File: src/rtl/pdp8_pkg.sv
// Shared types and constants for the PDP8 memory arbiter.
// Word and address widths come from ADDR_WIDTH / DATA_WIDTH.
`ifndef ADDR_WIDTH
`define ADDR_WIDTH 12
`endif
`ifndef DATA_WIDTH
`define DATA_WIDTH 12
`endif

package pdp8_pkg;

    localparam int ADDR_W = `ADDR_WIDTH;
    localparam int DATA_W = `DATA_WIDTH;
    localparam int STARVE_LIMIT_DFLT = 4;

    typedef enum logic [1:0] {
        OWN_NONE,
        OWN_IFU,
        OWN_EXEC
    } owner_t;

    typedef enum logic [1:0] {
        ARB_RUN,
        ARB_DRAIN,
        ARB_HALTED
    } arb_state_t;

    function automatic owner_t owner_of(input logic g_ifu, input logic g_exec);
        owner_t o;
        o = OWN_NONE;
        if (g_ifu) begin
            o = OWN_IFU;
        end else if (g_exec) begin
            o = OWN_EXEC;
        end
        return o;
    endfunction

endpackage

File: src/rtl/pdp8_arb_prio_sel.sv
// Priority select for the single memory port: one-hot grants.
// A starved IFU jumps the queue; otherwise write > read > fetch.
module pdp8_arb_prio_sel (
    input  logic en_i,
    input  logic ifu_req_i,
    input  logic rd_req_i,
    input  logic wr_req_i,
    input  logic starved_i,
    output logic ifu_gnt_o,
    output logic rd_gnt_o,
    output logic wr_gnt_o
);

    // pick at most one requester this cycle
    always_comb begin
        ifu_gnt_o = 1'b0;
        rd_gnt_o  = 1'b0;
        wr_gnt_o  = 1'b0;
        if (!en_i) begin
            ifu_gnt_o = 1'b0;
        end else if (ifu_req_i && starved_i) begin
            ifu_gnt_o = 1'b1;
        end else if (wr_req_i) begin
            wr_gnt_o = 1'b1;
        end else if (rd_req_i) begin
            rd_gnt_o = 1'b1;
        end else if (ifu_req_i) begin
            ifu_gnt_o = 1'b1;
        end
    end

endmodule

File: src/rtl/pdp8_mem_arbiter.sv
// Single-port memory arbiter between IFU fetch and EXEC read/write.
// Registered command issue, 2-cycle read return tagged by owner.
module pdp8_mem_arbiter
    import pdp8_pkg::*;
#(
    parameter int STARVE_LIMIT = STARVE_LIMIT_DFLT
) (
    input  logic              clk,
    input  logic              reset,
    input  logic              ifu_req,
    input  logic [ADDR_W-1:0] ifu_addr,
    output logic              ifu_gnt,
    output logic              ifu_rd_valid,
    output logic [DATA_W-1:0] ifu_rd_data,
    input  logic              exec_rd_req,
    input  logic [ADDR_W-1:0] exec_rd_addr,
    output logic              exec_rd_gnt,
    output logic              exec_rd_valid,
    output logic [DATA_W-1:0] exec_rd_data,
    input  logic              exec_wr_req,
    input  logic [ADDR_W-1:0] exec_wr_addr,
    input  logic [DATA_W-1:0] exec_wr_data,
    output logic              exec_wr_gnt,
    input  logic              halt,
    output logic              idle,
    output logic              mem_rd_req,
    output logic [ADDR_W-1:0] mem_rd_addr,
    input  logic [DATA_W-1:0] mem_rd_data,
    output logic              mem_wr_req,
    output logic [ADDR_W-1:0] mem_wr_addr,
    output logic [DATA_W-1:0] mem_wr_data
);

    localparam int SW = $clog2(STARVE_LIMIT + 1);
    localparam logic [SW-1:0] LIM = SW'(STARVE_LIMIT);

    arb_state_t        state_q, state_d;
    logic [SW-1:0]     starve_q, starve_d;
    owner_t            own1_q, own1_d;
    owner_t            own2_q, own2_d;
    logic              idle_q, idle_d;
    logic              rd_req_q, rd_req_d;
    logic [ADDR_W-1:0] rd_addr_q, rd_addr_d;
    logic              wr_req_q, wr_req_d;
    logic [ADDR_W-1:0] wr_addr_q, wr_addr_d;
    logic [DATA_W-1:0] wr_data_q, wr_data_d;

    logic en;
    logic g_ifu;
    logic g_rd;
    logic g_wr;
    logic pipe_empty;

    assign en = (state_q == ARB_RUN) && !halt && !reset;
    assign pipe_empty = (own1_q == OWN_NONE) && (own2_q == OWN_NONE);

    pdp8_arb_prio_sel u_sel (
        .en_i      (en),
        .ifu_req_i (ifu_req),
        .rd_req_i  (exec_rd_req),
        .wr_req_i  (exec_wr_req),
        .starved_i (starve_q == LIM),
        .ifu_gnt_o (g_ifu),
        .rd_gnt_o  (g_rd),
        .wr_gnt_o  (g_wr)
    );

    assign ifu_gnt     = g_ifu;
    assign exec_rd_gnt = g_rd;
    assign exec_wr_gnt = g_wr;

    // next-state for starvation count, issue regs and owner pipe
    always_comb begin
        starve_d = starve_q;
        if (!ifu_req || g_ifu) begin
            starve_d = '0;
        end else if (starve_q != LIM) begin
            starve_d = starve_q + 1'b1;
        end

        rd_req_d  = g_ifu || g_rd;
        rd_addr_d = rd_addr_q;
        if (g_ifu) begin
            rd_addr_d = ifu_addr;
        end else if (g_rd) begin
            rd_addr_d = exec_rd_addr;
        end

        wr_req_d  = g_wr;
        wr_addr_d = wr_addr_q;
        wr_data_d = wr_data_q;
        if (g_wr) begin
            wr_addr_d = exec_wr_addr;
            wr_data_d = exec_wr_data;
        end

        own1_d = owner_of(g_ifu, g_rd);
        own2_d = own1_q;
    end

    // run/drain/halted control and registered idle flag
    always_comb begin
        state_d = state_q;
        unique case (state_q)
            ARB_RUN: begin
                if (halt) state_d = ARB_DRAIN;
            end
            ARB_DRAIN: begin
                if (!halt) state_d = ARB_RUN;
                else if (pipe_empty) state_d = ARB_HALTED;
            end
            ARB_HALTED: begin
                if (!halt) state_d = ARB_RUN;
            end
            default: state_d = ARB_RUN;
        endcase
        idle_d = (state_d == ARB_HALTED);
    end

    // state registers; reset drops any in-flight read
    always_ff @(posedge clk or posedge reset) begin
        if (reset) begin
            state_q   <= ARB_RUN;
            starve_q  <= '0;
            own1_q    <= OWN_NONE;
            own2_q    <= OWN_NONE;
            idle_q    <= 1'b0;
            rd_req_q  <= 1'b0;
            rd_addr_q <= '0;
            wr_req_q  <= 1'b0;
            wr_addr_q <= '0;
            wr_data_q <= '0;
        end else begin
            state_q   <= state_d;
            starve_q  <= starve_d;
            own1_q    <= own1_d;
            own2_q    <= own2_d;
            idle_q    <= idle_d;
            rd_req_q  <= rd_req_d;
            rd_addr_q <= rd_addr_d;
            wr_req_q  <= wr_req_d;
            wr_addr_q <= wr_addr_d;
            wr_data_q <= wr_data_d;
        end
    end

    assign mem_rd_req  = rd_req_q;
    assign mem_rd_addr = rd_addr_q;
    assign mem_wr_req  = wr_req_q;
    assign mem_wr_addr = wr_addr_q;
    assign mem_wr_data = wr_data_q;
    assign idle        = idle_q;

    assign ifu_rd_valid  = (own2_q == OWN_IFU);
    assign exec_rd_valid = (own2_q == OWN_EXEC);
    assign ifu_rd_data   = ifu_rd_valid ? mem_rd_data : '0;
    assign exec_rd_data  = exec_rd_valid ? mem_rd_data : '0;

endmodule

File: config.mk
export PLATFORM = sky130hd
export DESIGN_NAME = pdp8_mem_arbiter
export DESIGN_NICKNAME = d
export VERILOG_FILES = /design/src/rtl/pdp8_pkg.sv /design/src/rtl/pdp8_arb_prio_sel.sv /design/src/rtl/pdp8_mem_arbiter.sv
export SDC_FILE = /design/constraint.sdc
export NUM_CORES = 1
export LEC_CHECK = 0
export ABC_AREA = 1
export CORE_UTILIZATION = 41
export CTS_CLUSTER_DIAMETER = 80
export DETAILED_ROUTE_END_ITERATION = 6
export PLACE_DENSITY = 0.83
export SLEW_MARGIN = 25
export SYNTH_ARGS = -nofsm -noshare
export SYNTH_HDL_FRONTEND = slang
export SYNTH_SLANG_ARGS = --single-unit
File: constraint.sdc
create_clock -name clk -period 11.6 [get_ports clk]
set_clock_uncertainty 0.05 [all_clocks]
set_input_delay 3.48 -clock clk [delete_from_list [all_inputs] [get_ports clk]]
set_output_delay 3.48 -clock clk [all_outputs]
set_load 0.01 [all_outputs]
**Word level (Yosys, flattened, before mapping)**

Index checks and enable logic that the tools add are counted.
Widths: inputs -> output; s select.

- Add/subtract/negate cells: 1
- Eq/ne operators: 7
- Mux-type cells: 25
- Reductions and logical operators: 14

Operators with widths:

| kind | count |
|---|---|
| $mux 12 | 4 |
| $mux 1 | 12 |
| $mux 2 | 6 |
| $eq 2x2->1 const B | 3 |
| $logic_not 2->1 | 3 |
| $mux 3 | 2 |
| $pmux 2 s3 | 1 |
| $eq 2x1->1 const B | 2 |
| $logic_and 1x1->1 | 4 |
| $reduce_bool 2->1 | 2 |
| $add 3x1->3 const B | 1 |
| $eq 3x3->1 const B | 1 |
| $logic_not 1->1 | 3 |
| $ne 3x3->1 const B | 1 |
| $logic_or 1x1->1 | 2 |

- Register bits: 48
- Output and inout bits: 68
- Word-level logic and storage cells: 57

**Longest topological paths before layout**

Gate-level depths: netlist (run 1).

- Depth in word-level cells: 7
- Mapped depth: 10
- Depth with buffers taken out: 9

**Modules after synthesis**

Synthesis (run 1) repeated with hierarchy kept, for this count alone.

- Cells, all modules: 212
- Area, all modules: 2159.6 um^2

Modules (own cells, without submodules):

| module | times used | cells an instance | area each (um^2) |
|---|---|---|---|
| pdp8_mem_arbiter | 1 | 203 | 2103.3 |
| pdp8_arb_prio_sel | 1 | 9 | 56.3 |

**Worst setup path after synthesis (run 1)**

Ideal clock, no wire load.

- Path kind: input to output
- From: input port reset
- To: output port exec_wr_gnt
- Arrival: 5426 ps
- Data required time: 8070 ps
- Path slack: 2644 ps
- Stages: 4
- Buffers on the path: 1
- Path through: inv_1 > nand3_1 > nor2_4 > buf_4

- Longest elaborated chain between the ends: 3

RTL lines:

| what | line | RTL |
|---|---|---|
| from (decl) | pdp8_mem_arbiter.sv:9 | `input logic reset,` |
| $logic_not 1->1 (no source line) | - |  |
| $logic_and 1x1->1 | pdp8_mem_arbiter.sv:54 | `assign en = (state_q == ARB_RUN) && !halt && !reset;` |
| $mux 1 | pdp8_arb_prio_sel.sv:19 | `if (!en_i) begin` |
| to (decl) | pdp8_mem_arbiter.sv:23 | `output logic exec_wr_gnt,` |

Every way passes these cells.

**Worst setup path after layout (run 1)**

- From: input port reset
- To: output port ifu_gnt

- Longest elaborated chain between the ends: 3

RTL lines:

| what | line | RTL |
|---|---|---|
| $logic_not 1->1 (no source line) | - |  |
| $logic_and 1x1->1 | pdp8_mem_arbiter.sv:54 |  |
| $mux 1 | pdp8_arb_prio_sel.sv:19 |  |
| to (decl) | pdp8_mem_arbiter.sv:12 | `output logic ifu_gnt,` |

Every way passes these cells.

==> flow_metrics.py, run 1 <==
metrics = {
    "run_status": {
        "run_status": "completed",
    },
    "route": {
        "via_count": 2457,
        "ant_nets": 0,
        "drt-vias-per-instance": 4.827,
        "drc": 0,
        "route.detailed.wl_per_inst_um": 12.68,
        "drc_violation_total_after_the_first_tritonroute_iteration": 103,
        "wl_um": 6455,
        "detailedRoute.firstPassIterationCount": 4,
    },
    "timing": {
        "actual_slew_at_the_worst_max_slew_pin_ns": 0.8744,
        "maxClockFrequency_mhz": 104.3,
        "finalMaxSlewViolations": 0,
        "final_min_period_over_clock_period": 0.8268,
        "rsz0062_at_grt": "no",
        "setup_viol": 0,
        "final-hold-violation-count": 0,
        "worst_slew_margin_rel": 0.4155,
        "timing.setup.tns_ns": 0,
        "finalWorstPathRequiredPeriod_ns": 9.591,
    },
    "clocking": {
        "holdBufCountCts": 0,
        "cts_setup_buffers": 0,
        "clock_tree.htree_level_count": 2,
        "cts.root.buffer_cell": "sky130_fd_sc_hd__clkbuf_8",
        "number_of_clock_buffers_inserted_by_tritoncts": 5,
        "cts.reportedPaths.clkPinSlew_ns": 0.08,
        "clock_path_buffers": 2,
        "post_cts_resize_count": 0,
        "worst_skew_late_latency_ns": 0.29,
        "numClockSinks": 48,
        "tritoncts_clock_tree": "done",
    },
    "floorplan": {
        "placeableCoreArea_um2": 5540,
        "effective_utilization_at_floorplan": 0.4257,
        "placementRows": 27,
        "die_y_um": 77.85,
        "area_of_the_die_um2": 6060,
        "floorplan.die.width_um": 77.85,
        "ioPinCount": 134,
    },
    "critical_path": {
        "criticalPathCategory": "input port to output port",
        "peak_fanout_along_the_critical_path": 49,
        "endpoint_kind_of_the_worst_setup_timing_path": "output port",
        "crit_required_ns": 8.07,
        "critical_path.startpoint_type": "input port",
        "cp.arrival_ns": 6.06,
    },
    "grt": {
        "global_route_wire_length_before_repair_um": 10720,
        "vias_in_the_first_global_route": 2295,
        "grt_start_max_net_pins": 50,
        "busiest_grt_layer": "met2",
        "gr-usage-all-layers": 0.2240,
        "grt_util_met2": 0.3938,
        "grt_util_met3": 0.05647,
        "gr-usage-met1": 0.2681,
        "antenna_found_initial": 0,
        "grt_overflow_total": 0,
    },
    "synthesis": {
        "synth.top_cell.area_share": 0.5093,
        "synth-main-ff-cell": "sky130_fd_sc_hd__dfrtp_1",
        "syn_inst": 310,
        "flop_and_latch_count_out_of_synthesis": 48,
        "synth-edff-count": 0,
        "cell_type_contributing_the_most_total_cell_area_after_synthesis": "sky130_fd_sc_hd__dfrtp_1",
        "synth-warning-count": 0,
        "synth.yosys.seq_area_share": 0.5093,
        "synthesized_netlist_net_count": 378,
        "synth.lib_cells_used.distinct": 19,
        "synth_common_cells": "sky130_fd_sc_hd__nand2_1, sky130_fd_sc_hd__inv_1, sky130_fd_sc_hd__dfrtp_1",
        "cell_area_after_technology_mapping_um2": 2359,
        "syn-mean-instance-area_um2": 7.608,
        "post-synth-top-count-cell": "sky130_fd_sc_hd__nand2_1",
        "ys_async_sr_fraction": 1.000,
        "ys_top_cells_by_area": "sky130_fd_sc_hd__dfrtp_1, sky130_fd_sc_hd__nand2_1, sky130_fd_sc_hd__inv_1, sky130_fd_sc_hd__nand3_1, sky130_fd_sc_hd__o21ai_0",
    },
    "finish": {
        "final_layout_fill_cell_count": 468,
        "layout.area.seq_um2": 1201,
        "antenna_cells_inserted": 0,
        "final_net_count": 504,
        "multiInputGateArea_um2": 864.6,
        "area_delta_synth_final_pct": 60.58,
        "drive_gt1_frac": 0.03432,
        "layout.core_utilization": 0.6836,
        "layout.cell_area.non_filler_um2": 3787,
    },
    "pwr": {
        "powerDensity_nw_per_um2": 150.4,
        "worst_vdd_ir_mv": 0.08254,
        "power.leakage_nw": 1.913,
    },
    "placed_design": {
        "placed_area_um2": 3697,
        "port_buffers": 133,
        "hpwlAfterDp_um": 5049,
        "gpl.final_weighted_congestion": 0.8365,
    },
    "min_path": {
        "hp-class": "flop to flop",
    },
    "job": {
        "drv.max_cap_violation_count": 0,
    },
}
==> layout make-up <==
cell class              instances  area share
inverters                      54     0.05352
flip-flops and latches         48      0.3171
well taps                      72     0.02379
multi-input cells             193      0.2283
repair buffers                134      0.3535
clock buffers                   8     0.02379
==> per-layer routing <==
layer / part of all wire / up-vias
met5: 0 / -
met4: 0.019 / 0
met3: 0.082 / 13
met2: 0.49 / 123
met1: 0.41 / 1128
li1: - / 1193
==> sequential cells by signal, summed over array words and instances (netlist names) <==
| name | flops |
|---|---|
| mem_rd_req | 1 |
| starve_q | 3 |
| idle | 1 |
| own2_q | 2 |
| mem_wr_data | 12 |
| own1_q | 2 |
| mem_wr_req | 1 |
| state_q | 2 |
| mem_rd_addr | 12 |
| mem_wr_addr | 12 |
==> metrics by stage <==
| step | hold WS (ns) | setup WS, ns | power [mW] | instances |
|---|---|---|---|---|
| after CTS | 0.3319 | 1.974 | 0.5746 | 509 |
| after global routing | 0.3477 | 1.737 | 0.6059 | 509 |
| after floorplan | 0.3043 | 2.644 | 0.3324 | 310 |
| after global placement | 0.3081 | 2.038 | 0.4692 | 501 |
| after detailed placement | 0.3119 | 1.965 | 0.4757 | 501 |
| final | 0.3337 | 2.009 | 0.5697 | 509 |
==> worst paths after layout <==
path	start	end	slack [ns]	depth (start not counted)
setup / recovery	reset	ifu_gnt	2.01	8
setup reg to reg	starve_q[0]$_DFFE_PP0P_	mem_wr_data[6]$_DFFE_PP0P_	9.32	7
hold reg to reg	own1_q[1]$_DFF_PP0_	own2_q[1]$_DFF_PP0_	0.33	0
hold / removal	own1_q[1]$_DFF_PP0_	own2_q[1]$_DFF_PP0_	0.33	0
min in group asynchronous	reset	mem_wr_data[8]$_DFFE_PP0P_	3.66	3
max in group asynchronous	reset	own1_q[0]$_DFF_PP0_	7.44	3
==> logic make-up after synthesis <==
group                    count (synthesis)  share of synthesized area
AND/OR/NAND/NOR                        162                     0.2928
buffers and inverters                   69                     0.1241
flip-flops                              48                     0.5093
XOR/XNOR                                 1                   0.003714
AO/OA/AOI/OAI                           28                    0.05941
adder cells (fa/ha/maj)                  2                    0.01061
==> worst max-delay path, stage by stage <==
cell,delay [ns]
sky130_fd_sc_hd__clkdlybuf4s50_1,0.42
sky130_fd_sc_hd__inv_2,0.08
sky130_fd_sc_hd__buf_4,0.49
sky130_fd_sc_hd__nand2_1,0.18
sky130_fd_sc_hd__nor2_4,0.31
sky130_fd_sc_hd__nand2_2,0.37
sky130_fd_sc_hd__inv_1,0.17
sky130_fd_sc_hd__clkdlybuf4s50_1,0.54
==> layout by cell type, fill, tap and decap left out <==
cell,n
sky130_fd_sc_hd__nor2_4,2
sky130_fd_sc_hd__dfrtp_1,48
sky130_fd_sc_hd__clkdlybuf4s50_1,133
sky130_fd_sc_hd__clkbuf_1,2
sky130_fd_sc_hd__o21ai_0,26
sky130_fd_sc_hd__clkbuf_8,6
sky130_fd_sc_hd__nand3_2,1
sky130_fd_sc_hd__xnor2_1,1
sky130_fd_sc_hd__nand2_2,3
sky130_fd_sc_hd__inv_1,52
sky130_fd_sc_hd__nand2_1,84
sky130_fd_sc_hd__nand3_1,39
sky130_fd_sc_hd__nor2_1,31
sky130_fd_sc_hd__nand4_1,2
sky130_fd_sc_hd__buf_4,1
sky130_fd_sc_hd__a21oi_1,2
sky130_fd_sc_hd__ha_1,2
sky130_fd_sc_hd__inv_2,2
==> power breakdown <==
part / leakage [nW] / switching, mW / total (mW) / internal (mW)
clock: 0.0455 / 0.0498 / 0.0985 / 0.0486
sequential: 0.613 / 0.0304 / 0.248 / 0.217
combinational: 1.25 / 0.0970 / 0.224 / 0.127
total: 1.91 / 0.177 / 0.570 / 0.392
Power figures use the tool's default switching activity.
==> inputs of run 2 (changes only) <==
--- a/config.mk
+++ b/config.mk
@@ -6,10 +6,10 @@
 export NUM_CORES = 1
 export LEC_CHECK = 0
 export ABC_AREA = 1
-export CORE_UTILIZATION = 41
+export CORE_UTILIZATION = 38
 export CTS_CLUSTER_DIAMETER = 80
 export DETAILED_ROUTE_END_ITERATION = 6
-export PLACE_DENSITY = 0.83
+export PLACE_DENSITY = 0.78
 export SLEW_MARGIN = 25
 export SYNTH_ARGS = -nofsm -noshare
 export SYNTH_HDL_FRONTEND = slang
==> constraint.sdc (replaced) <==
create_clock -name clk -period 9.5 [get_ports clk]
set_clock_uncertainty 0.05 [all_clocks]
set_input_delay 2.85 -clock clk [delete_from_list [all_inputs] [get_ports clk]]
set_output_delay 2.85 -clock clk [all_outputs]
set_load 0.01 [all_outputs]
==> run 2 against run 1 <==
Utilization fell by 4.3 points. Highest routed layer unchanged. First-iteration DRC count fell by 26%. Critical path depth fell by 3. Critical path type unchanged. Clock power rose by 43%.
==> flow_metrics.py, run 2 (synthesized netlist as in run 1, its figures left out) <==
metrics = {
    "timing": {
        "finalMaxSlewViolations": 0,
        "timing.setup.tns_ns": 0,
        "rsz0062_at_grt": "no",
        "finalWorstPathRequiredPeriod_ns": 8.099,
        "maxClockFrequency_mhz": 123.5,
        "worst_slew_margin_rel": 0.5064,
        "final_hold_slack_ns": 0.3335,
        "final_min_period_over_clock_period": 0.8525,
        "final-hold-violation-count": 0,
        "actual_slew_at_the_worst_max_slew_pin_ns": 0.7386,
        "setup_viol": 0,
    },
    "critical_path": {
        "cp.arrival_ns": 5.20,
        "critical_path.reg2reg.startpoint": "starve_q[0]$_DFFE_PP0P_",
        "r2r_end": "mem_wr_addr[3]$_DFFE_PP0P_",
        "crit_family": "simple AND/OR/NAND/NOR gates",
        "critical-path-slowest-cell": "sky130_fd_sc_hd__clkdlybuf4s50_1",
        "cp_cell_sequence": "clkdlybuf4s50_1 -> nand3_2 -> nand2_1 -> nor2_4 -> clkdlybuf4s50_1",
        "timing.reg2reg.worst_path_depth": 7,
        "peak_fanout_along_the_critical_path": 26,
        "criticalPathCategory": "input port to output port",
        "crit_required_ns": 6.60,
        "critical_path.most_common_cell": "sky130_fd_sc_hd__clkdlybuf4s50_1",
        "reg2reg_setup_slack_ns": 7.28,
        "wp_buf_inv": 2,
        "critical_path.startpoint_type": "input port",
        "critical_path.max_stage_delay_ns": 0.64,
        "endpoint_kind_of_the_worst_setup_timing_path": "output port",
    },
    "grt": {
        "antenna_found_initial": 0,
        "grt_start_max_net_pins": 37,
        "grt_overflow_total": 0,
        "gr-usage-all-layers": 0.2001,
        "vias_in_the_first_global_route": 2238,
        "global_route_wire_length_before_repair_um": 9977,
    },
    "floorplan": {
        "area_of_the_die_um2": 6525,
        "placementRows": 28,
        "floorplan.die.width_um": 80.78,
        "placeableCoreArea_um2": 5956,
        "die_y_um": 80.78,
        "effective_utilization_at_floorplan": 0.3960,
        "ioPinCount": 134,
    },
    "clocking": {
        "clock_path_buffers": 2,
        "cts_setup_buffers": 0,
        "number_of_clock_buffers_inserted_by_tritoncts": 5,
        "cts.root.buffer_cell": "sky130_fd_sc_hd__clkbuf_8",
        "holdBufCountCts": 0,
        "post_cts_resize_count": 0,
        "cts.reportedPaths.clkPinSlew_ns": 0.08,
        "tritoncts_clock_tree": "done",
        "worst_skew_late_latency_ns": 0.30,
        "numClockSinks": 48,
        "clock_tree.htree_level_count": 2,
    },
    "finish": {
        "drive_gt1_frac": 0.03881,
        "antenna_cells_inserted": 0,
        "layout.core_utilization": 0.6408,
        "mostFrequentLayoutCells": "sky130_fd_sc_hd__clkdlybuf4s50_1, sky130_fd_sc_hd__nand2_1, sky130_fd_sc_hd__inv_1, sky130_fd_sc_hd__dfrtp_1, sky130_fd_sc_hd__nand3_1",
        "final_common_cell": "sky130_fd_sc_hd__clkdlybuf4s50_1",
        "final_net_count": 505,
        "area_delta_synth_final_pct": 61.80,
    },
    "route": {
        "drt-vias-per-instance": 4.698,
        "ant_nets": 0,
        "wl_um": 6248,
        "drc_violation_total_after_the_first_tritonroute_iteration": 76,
        "drc": 0,
        "detailedRoute.firstPassIterationCount": 4,
        "via_count": 2410,
        "route.detailed.wl_per_inst_um": 12.18,
    },
    "min_path": {
        "hold_path_end": "own2_q[0]$_DFF_PP0_",
        "worstHoldStart": "own1_q[0]$_DFF_PP0_",
        "hold_path_depth": 0,
        "hp-class": "flop to flop",
    },
    "job": {
        "drv.max_cap_violation_count": 0,
    },
    "placed_design": {
        "gpl.final_weighted_congestion": 0.8370,
        "hpwlAfterDp_um": 4915,
        "port_buffers": 133,
    },
    "pwr": {
        "powerDensity_nw_per_um2": 186.6,
        "worst_vdd_ir_mv": 0.1022,
        "power.leakage_nw": 1.927,
    },
    "run_status": {
        "run_status": "completed",
    },
}
[run 2: stage by stage]
stage                     instances  area, um^2  worst slack [ns]  power, mW
final                           513        3816             1.401     0.7123
after global placement          505        3709             1.506     0.5735
after CTS                       513        3816             1.398     0.7221
after floorplan                 310        2359             1.804     0.4059
after global routing            513        3816             1.234     0.7606
after detailed placement        505        3709             1.404     0.5785
[run 2: final cells by class]
class	instances	area, um^2
Fill cell	513	2140
Timing Repair Buffer	135	1346
Sequential cell	48	1201
Multi-Input combinational cell	193	864.6
Inverter	54	202.7
Tap cell	75	93.84
Clock buffer	6	72.57
Clock inverter	2	35.03
[run 2: worst register-to-register path, stage by stage, from the launching register on]
cell and delay [ns]:
sky130_fd_sc_hd__dfrtp_1 0.38, sky130_fd_sc_hd__inv_1 0.07, sky130_fd_sc_hd__ha_1 0.21, sky130_fd_sc_hd__nand3_2 0.10, sky130_fd_sc_hd__nand2_1 0.44, sky130_fd_sc_hd__nor2_4 0.62, sky130_fd_sc_hd__nand2_1 0.17, sky130_fd_sc_hd__nand2_1 0.11
[run 2: per-layer routing]
metal,vias to the layer above,track usage,wire length (um)
met5,-,0,0
met4,0,0.09464,150
met3,12,0.04157,436
met2,89,0.3619,3269
met1,1112,0.2241,2392
li1,1197,-,-
[run 2: worst max-delay path by stage]
stage	from	end	slack, ns	cells after the start
2_1_floorplan	reset	exec_wr_gnt	1.80	4
3_3_place_gp	ifu_req	exec_wr_gnt	1.51	5
3_5_place_dp	ifu_req	exec_wr_gnt	1.40	5
4_1_cts	ifu_req	exec_wr_gnt	1.40	5
5_1_grt	ifu_req	exec_wr_gnt	1.23	5
6_report	ifu_req	exec_wr_gnt	1.40	5
[run 2: power by group]
part | leakage, nW | total, mW | switching, mW | internal [mW]
clock network | 0.0552 | 0.141 | 0.0633 | 0.0781
logic | 1.26 | 0.273 | 0.117 | 0.155
registers | 0.613 | 0.298 | 0.0331 | 0.265
==> inputs of run 3 (changes only) <==
--- a/config.mk
+++ b/config.mk
@@ -6,6 +6,7 @@
 export NUM_CORES = 1
 export LEC_CHECK = 0
 export ABC_AREA = 1
+export CAP_MARGIN = 25
 export CORE_UTILIZATION = 38
 export CTS_CLUSTER_DIAMETER = 80
 export DETAILED_ROUTE_END_ITERATION = 6
==> results of run 3 <==
Same layout as run 2: the final DEF is identical, and so are final timing and power.
